[src/rtl/spi_master_if.sv]
// spi_master_if -- bus-side signal bundle for the SPI master.
//
// Carries the transfer request, configuration and serial lines between the
// peripheral-bus wrapper / SPI pins and spi_master.
//   master modport : the spi_master block itself
//                    (in: tx_start, tx_data, spi_config, miso;
//                     out: mosi, sclk, rx_data, busy)
//   slave modport  : the side that drives requests and observes results
//
// spi_config_t layout, MSB->LSB:
//   spi_mode[1:0]       bit1 = CPOL, bit0 = CPHA
//   spi_frame_size[1:0] 0 = 8 bit, 1 = 16 bit, 2/3 = 32 bit
//   prescaler[2:0]      half-period = 2^prescaler clk cycles
//   bit_order           0 = MSB first, 1 = LSB first
interface spi_master_if;

   typedef struct packed {
      logic [1:0] spi_mode;
      logic [1:0] spi_frame_size;
      logic [2:0] prescaler;
      logic       bit_order;
   } spi_config_t;

   logic        tx_start;
   logic [31:0] tx_data;
   spi_config_t spi_config;
   logic        miso;
   logic        mosi;
   logic        sclk;
   logic [31:0] rx_data;
   logic        busy;

   modport master (
      input  tx_start, tx_data, spi_config, miso,
      output mosi, sclk, rx_data, busy
   );

   modport slave (
      output tx_start, tx_data, spi_config, miso,
      input  mosi, sclk, rx_data, busy
   );

endinterface

[src/rtl/spi_master.sv]
// spi_master -- single-channel SPI bus master.
//
// Serialises an 8/16/32-bit word onto mosi and captures miso into rx_data.
// SPI mode, frame size, SCLK prescaler and bit order are latched per transfer.
//
// Ports:
//   clk  : system clock, rising edge
//   rst  : asynchronous active-high reset
//   bus  : spi_master_if.master (tx_start, tx_data, spi_config, miso in;
//          mosi, sclk, rx_data, busy out)
//
// Build option:
//   SPI_LSB_FIRST_EN  defined     -> bit_order selects MSB/LSB first
//                     not defined -> always MSB first, LSB path not built
//
// A transfer is 2N phases of H = 2^prescaler clk cycles. mosi changes on
// entry to even phases, miso is sampled on entry to odd phases, and sclk
// toggles on every phase boundary starting from CPOL^CPHA.
module spi_master (
   input  logic         clk,
   input  logic         rst,
   spi_master_if.master bus
);

   typedef enum logic {IDLE, XFER} state_t;

   typedef struct packed {
      logic [1:0] spi_mode;
      logic [1:0] spi_frame_size;
      logic [2:0] prescaler;
      logic       bit_order;
   } cfg_t;

   // left shift that puts bit N-1 of tx_data at bit 31
   function automatic logic [4:0] msb_align(input logic [1:0] fs);
      case (fs)
         2'd0:    msb_align = 5'd24;
         2'd1:    msb_align = 5'd16;
         default: msb_align = 5'd0;
      endcase
   endfunction

   // index of the final phase, 2N-1
   function automatic logic [5:0] last_phase(input logic [1:0] fs);
      case (fs)
         2'd0:    last_phase = 6'd15;
         2'd1:    last_phase = 6'd31;
         default: last_phase = 6'd63;
      endcase
   endfunction

   state_t      state_q, state_d;
   logic [7:0]  cfg_raw;
   cfg_t        cfg_live;

   logic        cpol_q;
   logic [1:0]  fs_q;
   logic [2:0]  psc_q;
   logic [5:0]  phase_q;
   logic [6:0]  cnt_q;
   logic [31:0] tx_sh_q;
   logic [31:0] rx_sh_q;
   logic        sclk_q;
   logic        mosi_q;
   logic [31:0] rx_data_q;

   logic [6:0]  h_m1;
   logic        h_last;
   logic        start, advance, done;

   logic [31:0] tx_load, tx_next, rx_next;
   logic        tx_load_bit, tx_next_bit;

   assign cfg_raw  = bus.spi_config;
   assign cfg_live = cfg_t'(cfg_raw);

   assign h_m1   = 7'((8'd1 << psc_q) - 8'd1);
   assign h_last = (cnt_q == h_m1);

   // ------------------------------------------------------------------
   // Shift-register data paths
   // ------------------------------------------------------------------
`ifdef SPI_LSB_FIRST_EN
   logic       lsb_q;
   logic [4:0] bit_idx;

   assign bit_idx     = phase_q[5:1];
   assign tx_load     = cfg_live.bit_order ? bus.tx_data
                                           : (bus.tx_data << msb_align(cfg_live.spi_frame_size));
   assign tx_load_bit = cfg_live.bit_order ? tx_load[0] : tx_load[31];
   assign tx_next     = lsb_q ? {1'b0, tx_sh_q[31:1]} : {tx_sh_q[30:0], 1'b0};
   assign tx_next_bit = lsb_q ? tx_next[0] : tx_next[31];

   // LSB first: bit i lands at position i; MSB first: shift in from the LSB
   always_comb begin
      rx_next = rx_sh_q;
      if (lsb_q) rx_next[bit_idx] = bus.miso;
      else       rx_next = {rx_sh_q[30:0], bus.miso};
   end
`else
   logic unused_bit_order;

   assign unused_bit_order = cfg_live.bit_order;
   assign tx_load     = bus.tx_data << msb_align(cfg_live.spi_frame_size);
   assign tx_load_bit = tx_load[31];
   assign tx_next     = {tx_sh_q[30:0], 1'b0};
   assign tx_next_bit = tx_next[31];
   assign rx_next     = {rx_sh_q[30:0], bus.miso};
`endif

   // ------------------------------------------------------------------
   // FSM
   // ------------------------------------------------------------------
   always_ff @(posedge clk or posedge rst) begin
      if (rst) state_q <= IDLE;
      else     state_q <= state_d;
   end

   // A start request present on the final edge of a frame restarts directly,
   // so back-to-back frames have no idle cycle between them.
   always_comb begin
      state_d = state_q;
      start   = 1'b0;
      advance = 1'b0;
      done    = 1'b0;
      case (state_q)
         IDLE: begin
            if (bus.tx_start) begin
               start   = 1'b1;
               state_d = XFER;
            end
         end
         XFER: begin
            if (h_last) begin
               advance = 1'b1;
               if (phase_q == last_phase(fs_q)) begin
                  done = 1'b1;
                  if (bus.tx_start) start   = 1'b1;
                  else              state_d = IDLE;
               end
            end
         end
         default: state_d = IDLE;
      endcase
   end

   // ------------------------------------------------------------------
   // Datapath
   // ------------------------------------------------------------------
   always_ff @(posedge clk or posedge rst) begin
      if (rst) begin
         cpol_q    <= 1'b0;
         fs_q      <= 2'd0;
         psc_q     <= 3'd0;
`ifdef SPI_LSB_FIRST_EN
         lsb_q     <= 1'b0;
`endif
         phase_q   <= 6'd0;
         cnt_q     <= 7'd0;
         tx_sh_q   <= 32'd0;
         rx_sh_q   <= 32'd0;
         sclk_q    <= 1'b0;
         mosi_q    <= 1'b0;
         rx_data_q <= 32'd0;
      end else begin
         if (start) begin
            cpol_q  <= cfg_live.spi_mode[1];
            fs_q    <= cfg_live.spi_frame_size;
            psc_q   <= cfg_live.prescaler;
`ifdef SPI_LSB_FIRST_EN
            lsb_q   <= cfg_live.bit_order;
`endif
            phase_q <= 6'd0;
            cnt_q   <= 7'd0;
            tx_sh_q <= tx_load;
            mosi_q  <= tx_load_bit;
            // phase 0 level: CPOL for CPHA=0, !CPOL for CPHA=1
            sclk_q  <= cfg_live.spi_mode[1] ^ cfg_live.spi_mode[0];
            rx_sh_q <= 32'd0;
         end else if (state_q == IDLE) begin
            sclk_q <= cfg_live.spi_mode[1];
            mosi_q <= 1'b0;
         end else if (done) begin
            sclk_q <= cpol_q;
            mosi_q <= 1'b0;
         end else if (advance) begin
            phase_q <= phase_q + 6'd1;
            cnt_q   <= 7'd0;
            sclk_q  <= ~sclk_q;
            if (!phase_q[0]) begin
               rx_sh_q <= rx_next;        // entering odd phase: sample
            end else begin
               tx_sh_q <= tx_next;        // entering even phase: next bit
               mosi_q  <= tx_next_bit;
            end
         end else begin
            cnt_q <= cnt_q + 7'd1;
         end

         if (done) rx_data_q <= rx_sh_q;
      end
   end

   assign bus.busy    = (state_q == XFER);
   assign bus.mosi    = mosi_q;
   assign bus.sclk    = sclk_q;
   assign bus.rx_data = rx_data_q;

endmodule

[src/flat_wrapper.sv]
// flat-port wrapper written by rule: the top's interface ports become plain ports
module spi_master_flat 
  (clk, rst, bus_tx_start, bus_tx_data, bus_spi_config, bus_miso, bus_mosi, bus_sclk, bus_rx_data, bus_busy);
  spi_master_if bus_i ();
  input  logic clk;
  input  logic rst;
  input wire logic [$bits(bus_i.tx_start)-1:0] bus_tx_start;
  input wire logic [$bits(bus_i.tx_data)-1:0] bus_tx_data;
  input wire logic [$bits(bus_i.spi_config)-1:0] bus_spi_config;
  input wire logic [$bits(bus_i.miso)-1:0] bus_miso;
  output wire logic [$bits(bus_i.mosi)-1:0] bus_mosi;
  output wire logic [$bits(bus_i.sclk)-1:0] bus_sclk;
  output wire logic [$bits(bus_i.rx_data)-1:0] bus_rx_data;
  output wire logic [$bits(bus_i.busy)-1:0] bus_busy;
  assign bus_i.tx_start = bus_tx_start;
  assign bus_i.tx_data = bus_tx_data;
  assign bus_i.spi_config = bus_spi_config;
  assign bus_i.miso = bus_miso;
  assign bus_mosi = bus_i.mosi;
  assign bus_sclk = bus_i.sclk;
  assign bus_rx_data = bus_i.rx_data;
  assign bus_busy = bus_i.busy;
  spi_master u_core (.clk(clk), .rst(rst), .bus(bus_i));
endmodule
[config.mk]
export PLATFORM = sky130hd
export DESIGN_NAME = spi_master_flat
export DESIGN_NICKNAME = d
export VERILOG_FILES = /design/src/rtl/spi_master_if.sv /design/src/rtl/spi_master.sv /design/src/flat_wrapper.sv
export SDC_FILE = /design/constraint.sdc
export NUM_CORES = 1
export LEC_CHECK = 0
export BUFFER_PORTS_ARGS = -buffer_cell sky130_fd_sc_hd__buf_2
export CORE_MARGIN = 8
export CORE_UTILIZATION = 50
export DETAILED_ROUTE_END_ITERATION = 10
export GPL_ROUTABILITY_DRIVEN = 0
export GPL_TIMING_DRIVEN = 1
export PLACE_DENSITY_LB_ADDON = 0.1
export SETUP_SLACK_MARGIN = 0.15
export SYNTH_ARGS = -nofsm -noshare
export SYNTH_HDL_FRONTEND = slang
export SYNTH_SLANG_ARGS = --single-unit
[constraint.sdc]
create_clock -name clk -period 6.5 [get_ports clk]
set_input_delay 0.65 -clock clk [delete_from_list [all_inputs] [get_ports clk]]
set_output_delay 0.65 -clock clk [all_outputs]
set_load 0.1 [all_outputs]
==> impl_results.md, run 1 <==
- Area leader, netlist: dfrtp_1
- CTS tree: built
- Clock sinks: 117
- Storage element area: about 2900 sq um
- Part of the power in the clock network: 0.365
- Hpwl dp: 7905 um
- CTS H-tree depth: 4
- First-pass GRT wire length: 20180 um
- Worst slew pin tran: around 1200 ps
- Synth Area in Simple Gates: 0.09760
- Yosys top cell area share: 0.4933
- R2R depth: 9
- CP arrival: 4220 ps
- Gates resized, CTS repair: 0
- Sequential power share: 0.443
- Area post-placement: 6294 sq um
- Multi-input logic area: 2711 sq um
- Leak Pwr: approximately 3.2 nW
- Clock buffer depth: 2
- Minimum clock period: between 3000 and 4000 ps
- Post-DRT Antenna Nets: 0
- Layout cell share with drive strength beyond 1: 0.3084
- Antenna diodes: 0
- GRT Residual Overflow: 0
- Internal: 0.001807 W
- DRT Pass-1 Iters: 4
- Layout net count: 595
- Placement Rows: 39
- Crit start category: register
- Xor and xnor fraction of the mapped netlist area: 0.008853
- Worst Path Class, Setup: register to register
- Core area: approximately 12000 sq um
- Die height: between 100 and 150 um
- Most common cell after layout, fill and taps aside: dfrtp_1
- Post-Place Cells: 672
- Setup TNS: 0 ps
- Final wirelength: roughly 12000 um
- Register area share after synthesis: 0.4933
- Mapped Cells: between 400 and 500
- Reg-to-reg startpoint: u_core.psc_q[1]$_DFFE_PP0N_
- Starting Density: 0.5154
- TritonCTS Buffers: 17
- Max capacitance violation total: 0
- Post-CTS Setup Inserts: 0
- Compound-gate portion of the synthesized area: 0.1303
- Yosys reg bits: between 100 and 150
- Die width: 125.0 um
- Switching Fraction: 0.2998
- Non-Filler Instances: between 700 and 800
- Vias post-DR: 3918
- Mux share of post-synthesis cell area: 0.2112
- Pins Over Slew Limit: 0
- Clk pin slew, worst setup/hold paths: around 50 ps
- Worst-Skew Late Latency: 410 ps
- Synth top area cells: dfrtp_1 49%, mux2i_1 12%, mux2_4 7.6%
- Final Skew: 7.079 ps
- Hold Buf Count CTS: 0
- FILL cells: 969
- Tightest Hold Check Type: input pin to async pin
- RR Endpoint: u_core.tx_sh_q[13]$_DFFE_PP0P_
- Final instance area: roughly 6900 sq um
- Starting DRT DRC Count: roughly 230
- WL/cell: 17.04 um
- Peak Freq: 0.2569 GHz
- Finish-stage setup viols: 0
- DRC violation count after routing: 0
- Yosys cell types: 65
- Mapped Nets: 531
- Crit share post-route: 0.5990
- IR Drop Worst-Case VDD: 0.1991 mV
- Main synth FF type: dfrtp_1
- Area growth, synth to finish: 16.19%
- Largest family of logic cells by synthesized area: multiplexers
- Mean Syn Cell Area: 12.26 sq um
- Critical path peak fanout: 40
- Outcome: finished, final reports clean
- Die ar.: 15610 sq um
- Vias in the first global route: 3977
- All-Layer GR Usage: 0.1577
- Hold Vio Cnt, Final: 0
- RSZ-0062 raised after global routing: no
- Port Buffers: 77
- CTS Root Buffer Type: clkbuf_16
- # IOs: 79
- Ys async rst share: 1.000
- WP data required: between 6000 and 7000 ps
- Post-synth EDFFs: 0
- Synth warn: 0
- Relative max-transition margin: 0.2025
- Area share of fa/ha/maj cells after synthesis: 0.006324
- Worst reg2reg setup slack: approximately 2600 ps
- Commonest cells after routing, fill and taps aside: 117 x dfrtp_1, 77 x buf_2, 69 x mux2i_1
- Drt via density: 5.565
- Switching Power: 0.0007735 W
- Pwr dens: around 370 nW/um^2
- Pin count of the biggest net entering global routing: 74
- Worst setup EP type: register
- Post-Syn Area: 5936 sq um
- Part of the power in combinational logic: 0.192
- Initial antenna violation count: 0
==> stage by stage <==
stage          utilization  hold WS, ps  setup WS (ps)  power [W]
2_1_floorplan            -        472.6           2749   0.001518
3_3_place_gp        0.5465        483.5           2726   0.001623
3_5_place_dp        0.5465        492.4           2589   0.001649
4_1_cts             0.5989        302.7           2557   0.002606
5_1_grt             0.5989        324.7           2277   0.002728
6_report            0.5989        289.5           2607   0.002580
==> flip-flops by register name, summed over array words and instances (netlist names) <==
signal / count
u_core.fs_q: 2
u_core.psc_q: 3
u_core.cpol_q: 1
u_core.bus.sclk: 1
u_core.rx_sh_q: 32
u_core.bus.busy: 1
u_core.cnt_q: 7
u_core.bus.mosi: 1
u_core.tx_sh_q: 31
u_core.bus.rx_data: 32
u_core.phase_q: 6
==> metal layers <==
metal  track usage  vias up  routed length, um
li1              -     1900                  -
met1        0.2125     1917               5935
met2        0.2260       89               5295
met3       0.05992       12                611
met4       0.05802        0                157
met5             0        -                  0
==> synth_stat cells (3+ instances only) <==
cell and count:
buf_6 14, a31oi_1 3, o2bb2ai_2 6, nor3_1 3
nand2_1 54, mux2_2 10, ha_1 3, mux2_4 30
o31ai_1 3, mux2i_1 69, clkbuf_1 13, o2bb2ai_1 26
inv_1 7, nor2_1 12, and3_1 6, buf_2 5
a21oi_1 15, xnor2_1 4, buf_4 3, o21ai_0 4
nor3b_1 3, dfrtp_1 117, nand2b_1 4, nor2b_1 5
nand3_1 5, a22oi_1 9, nor4_1 3, or4_1 4
==> power by group through the flow <==
stage / Combinational (W) / Clock (W) / Sequential (W)
floorplan: 0.000417 / 0 / 0.00110
global placement: 0.000477 / 0 / 0.00115
detailed placement: 0.000496 / 0 / 0.00115
CTS: 0.000501 / 0.000962 / 0.00114
global route: 0.000558 / 0.000995 / 0.00118
finish: 0.000494 / 0.000942 / 0.00114
==> layout make-up <==
cell class | count | share of cell area
inverter | 8 | 0.004717
sequential | 117 | 0.4245
multi-input combinational | 321 | 0.3931
clock inverter | 11 | 0.02213
tap | 143 | 0.02594
clock buffer | 21 | 0.06531
timing repair buffer | 83 | 0.06422
==> cell families (layout without fill, tap and decap cells) <==
kind of cell	Yosys count	count (layout)
flip-flops	117	117
AND/OR/NAND/NOR	113	113
multiplexers	109	109
AO/OA/AOI/OAI	90	90
buffers and inverters	46	123
XOR/XNOR	6	6
adder cells (fa/ha/maj)	3	3
==> worst max path at each step <==
stage / to / startpoint
floorplan: u_core.bus.busy$_DFF_PP0_ / rst
global placement: u_core.tx_sh_q[13]$_DFFE_PP0P_ / u_core.psc_q[1]$_DFFE_PP0N_
detailed placement: u_core.tx_sh_q[13]$_DFFE_PP0P_ / u_core.psc_q[1]$_DFFE_PP0N_
CTS: u_core.tx_sh_q[18]$_DFFE_PP0P_ / u_core.psc_q[1]$_DFFE_PP0N_
global route: u_core.tx_sh_q[18]$_DFFE_PP0P_ / u_core.psc_q[1]$_DFFE_PP0N_
finish: u_core.tx_sh_q[13]$_DFFE_PP0P_ / u_core.psc_q[1]$_DFFE_PP0N_
==> worst max-delay path, stage by stage (launching register included) <==
cell,delay [ps]
dfrtp_1,490
or3_4,420
ha_1,300
nor4_1,250
a211oi_1,80
o22ai_1,510
o211ai_4,190
a21boi_4,940
buf_12,350
mux2i_1,240
Note: power is estimated with default switching activity, not from simulation.
==> run 2: changes to the inputs <==
--- a/config.mk
+++ b/config.mk
@@ -5,6 +5,7 @@
 export SDC_FILE = /design/constraint.sdc
 export NUM_CORES = 1
 export LEC_CHECK = 0
+export ABC_AREA = 1
 export BUFFER_PORTS_ARGS = -buffer_cell sky130_fd_sc_hd__buf_2
 export CORE_MARGIN = 8
 export CORE_UTILIZATION = 50
==> constraint.sdc (replaced) <==
create_clock -name clk -period 3.6 [get_ports clk]
set_input_delay 0.36 -clock clk [delete_from_list [all_inputs] [get_ports clk]]
set_output_delay 0.36 -clock clk [all_outputs]
set_load 0.1 [all_outputs]
==> run 2 against run 1 <==
Effect of this change:
- clock-buffer cell count stayed put
- sequential power grew 16%
- worst setup slack worse by 2100 ps
- sequential share of layout area down 0.86 points
- combinational power fell by 80%
- critical endpoint is now u_core.tx_sh_q[26]$_DFFE_PP0P_
- largest cell class unchanged
==> impl_results.md, run 2 <==
- Outcome: finished, final reports clean
- Part of the power in combinational logic: 0.030 (-0.162)
- GRT Residual Overflow: 0 (unchanged)
- Yosys top cell area share: 0.4951 (+0.001879)
- Top post-synthesis cells by count: 407 x nand2_1, 117 x dfrtp_1, 76 x nand3_1
- Final Skew: 6.285 ps (-0.7941 ps)
- Starting DRT DRC Count: 483 (+110%)
- Most frequent CP cell: nand2_1
- Initial antenna violation count: 0 (unchanged)
- Switching Power: 0.0006806 W (-12%)
- All-Layer GR Usage: 0.1877 (+0.03004)
- Final wirelength: 14190 um (+18%)
- Internal: 0.002705 W (+50%)
- Worst setup EP type: register
- Critical path peak fanout: 43 (+7.5%)
- Worst-Skew Late Latency: 410 ps (about the same)
- Ys async rst share: 1.000 (unchanged)
- Mean Syn Cell Area: 7.689 sq um (-37%)
- Post-Place Cells: 960 (+43%)
- Mapped Nets: 816 (+54%)
- Finish-stage setup viols: 0 (unchanged)
- Total power: 0.003386 W (+31%)
- Crit share post-route: 0.8546 (+0.2556)
- Post-Syn Area: 5913 sq um (-0.38%)
- Pwr dens: 481.0 nW/um^2 (+29%)
- Sequential power share: 0.389 (-0.054)
- Post-DRT Antenna Nets: 0 (unchanged)
- Synth warn: 0 (unchanged)
- Main synth FF type: dfrtp_1
- Leak Pwr: 3.840 nW (+21%)
- CP Cell Sequence: or2_4 > or2_2 > ha_1 > inv_1 > nand2_1 > nand2_1 > nand2_1 > nand2_1 > nand3_1 > nor2_4 > nand3_4 > nand2_8 > nand2_8 > buf_4 > nand2_1 > nand2_1 > nand2_1 > nand2_1
- Die ar.: 15560 sq um (-0.33%)
- Clock buffer depth: 2 (unchanged)
- Vias post-DR: 5093 (+30%)
- Max capacitance violation total: 0 (unchanged)
- Switching Fraction: 0.2010 (-0.09877)
- Starting Density: 0.5157 (about the same)
- Worst Path Class, Setup: register to register
- Setup TNS: 0 ps (unchanged)
- DRC violation count after routing: 0 (unchanged)
- Worst slew pin tran: 907.7 ps (-285.5 ps)
- Hpwl dp: 9121 um (+15%)
- Antenna diodes: 0 (unchanged)
- CTS Root Buffer Type: clkbuf_16
- Placement Rows: 39 (unchanged)
- WP data required: 3910 ps (-2920 ps)
- # IOs: 79 (unchanged)
- Port Buffers: 77 (unchanged)
- Synth top area cells: dfrtp_1 50%, nand2_1 26%, nand3_1 6.4%
- Clock sinks: 117 (unchanged)
- Yosys cell types: 32 (-51%)
- Mapped Cells: 769 (+59%)
- Most instantiated library cell after synthesis: nand2_1
- TritonCTS Buffers: 17 (unchanged)
- Die height: 124.8 um (-0.16%)
- Register area share after synthesis: 0.4951 (+0.001879)
- Tightest Hold Check Type: input pin to async pin
- Clk pin slew, worst setup/hold paths: 50 ps (about the same)
- Hold Vio Cnt, Final: 0 (unchanged)
- WL/cell: 14.31 um (-16%)
- Yosys reg bits: 117 (unchanged)
- Pins Over Slew Limit: 0 (unchanged)
- Area growth, synth to finish: 19.04%
- First-pass GRT wire length: 24390 um (+21%)
- CP peak stage delay: 390 ps (-550 ps)
- FILL cells: 1035 (+6.8%)
- Drt via density: 5.134 (-7.7%)
- Vias in the first global route: 5063 (+27%)
- Relative max-transition margin: 0.3936 (+0.1911)
- IR Drop Worst-Case VDD: 0.4420 mV (+120%)
- CTS tree: built
- Peak Freq: 0.3251 GHz (+27%)
- Post-synth EDFFs: 0 (unchanged)
- Non-Filler Instances: 992 (+41%)
- DRT Pass-1 Iters: 5 (+1)
- Slowest stage cell on the critical path: dfrtp_1
- Die width: 124.8 um (-0.16%)
- Area leader, netlist: dfrtp_1
- Core area: 11470 sq um (-0.42%)
- Layout cell share with drive strength beyond 1: 0.1708 (-0.1376)
- CTS H-tree depth: 4 (unchanged)
- Part of the power in the clock network: 0.582 (+0.217)
- Layout net count: 883 (+48%)
- CP arrival: 3380 ps (-840 ps)
- RSZ-0062 raised after global routing: no
- Crit start category: register
- Minimum clock period: 3076 ps (-816.8 ps)
- Multi-input logic area: 2616 sq um (-3.5%)
- Hold Buf Count CTS: 0 (unchanged)
- Commonest cells after routing, fill and taps aside: 407 x nand2_1, 117 x dfrtp_1, 77 x buf_2
- Storage element area: 2928 sq um (unchanged)
- Pin count of the biggest net entering global routing: 65 (-12%)
- Most common cell after layout, fill and taps aside: nand2_1
-- run 2: cell types whose count changed after synthesis, sizes merged, moves of 6 or more --
cell,change
nand2,+357
nand3,+75
mux2i,-61
mux2,-40
o2bb2ai,-32
o21ai,+24
inv,+21
a21oi,-13
a22oi,-9
nand4,+9
and3,-6
-- run 2: area by class of cell --
| cell class | instances | area share |
|---|---|---|
| clock buffer | 21 | 0.06683 |
| clock inverter | 11 | 0.03128 |
| inverter | 30 | 0.01671 |
| multi-input combinational | 580 | 0.3717 |
| sequential | 117 | 0.4159 |
| tap | 143 | 0.02542 |
| timing repair buffer | 90 | 0.07216 |
-- run 2: critical path: cells and delay by family, from the launching register on --
family,cells,cell delay (ps)
adders and majority gates,1,250
DFF,1,390
buffers and inverters,2,410
and+or+nand+nor,15,1880
-- run 2: power by group through the flow --
stage	combinational (W)	clock, W	sequential [W]
2_1_floorplan	0.0000527	0	0.00134
6_report	0.000100	0.00197	0.00132
5_1_grt	0.000112	0.00205	0.00132
3_3_place_gp	0.0000999	0	0.00134
4_1_cts	0.000102	0.00199	0.00132
3_5_place_dp	0.000101	0	0.00134
-- run 2: path summary, 6_finish.rpt --
kind / end / cells past startpoint / start / slack [ps]
worst max-delay path: u_core.tx_sh_q[26]$_DFFE_PP0P_ / 18 / u_core.psc_q[2]$_DFFE_PP0N_ / 520
worst min-delay path: u_core.cnt_q[4]$_DFFE_PP0P_ / 2 / rst / 130
worst max register to register: u_core.tx_sh_q[26]$_DFFE_PP0P_ / 18 / u_core.psc_q[2]$_DFFE_PP0N_ / 520
worst min register to register: u_core.bus.rx_data[22]$_DFFE_PP0P_ / 2 / u_core.bus.rx_data[22]$_DFFE_PP0P_ / 470
max in group asynchronous: u_core.rx_sh_q[3]$_DFFE_PP0P_ / 3 / rst / 2670
min in group clk: u_core.rx_sh_q[0]$_DFFE_PP0P_ / 3 / bus_miso / 150
-- run 2: layer usage --
layer	vias to the layer above	GRT usage	wire, um
li1	2562	-	-
met2	128	0.3060	6853
met4	0	0.08009	273
met5	-	0	0
met3	22	0.04723	678
met1	2381	0.2308	6388
-- run 2: what timing repair did --
action	in CTS	in global routing
resized for setup	0	1
setup buffers	0	0
endpoints found under the setup margin	0	4
-- run 2: kinds of logic (layout without fill, tap and decap cells) --
logic type,after synthesis,after routing,synth area share
simple gates,523,523,0.3741
flops,117,117,0.4951
buf+inv,72,152,0.06390
compound gates,36,36,0.03216
xor+xnor,10,10,0.01481
mux,8,8,0.01354
fa+ha+maj,3,3,0.006349
-- run 2: through the flow --
| stage | area [sq um] | setup slack (ps) | util | hold slack (ps) |
|---|---|---|---|---|
| after global placement | 6340 | 469.2 | 0.5529 | 457.6 |
| after floorplan | 5917 | 961.4 | - | 442.2 |
| after detailed placement | 6340 | 404.5 | 0.5529 | 460.8 |
| after global routing | 7039 | 259.7 | 0.6139 | 157.8 |
| final | 7039 | 523.6 | 0.6139 | 132.2 |
| after CTS | 7030 | 395.5 | 0.6131 | 131.1 |
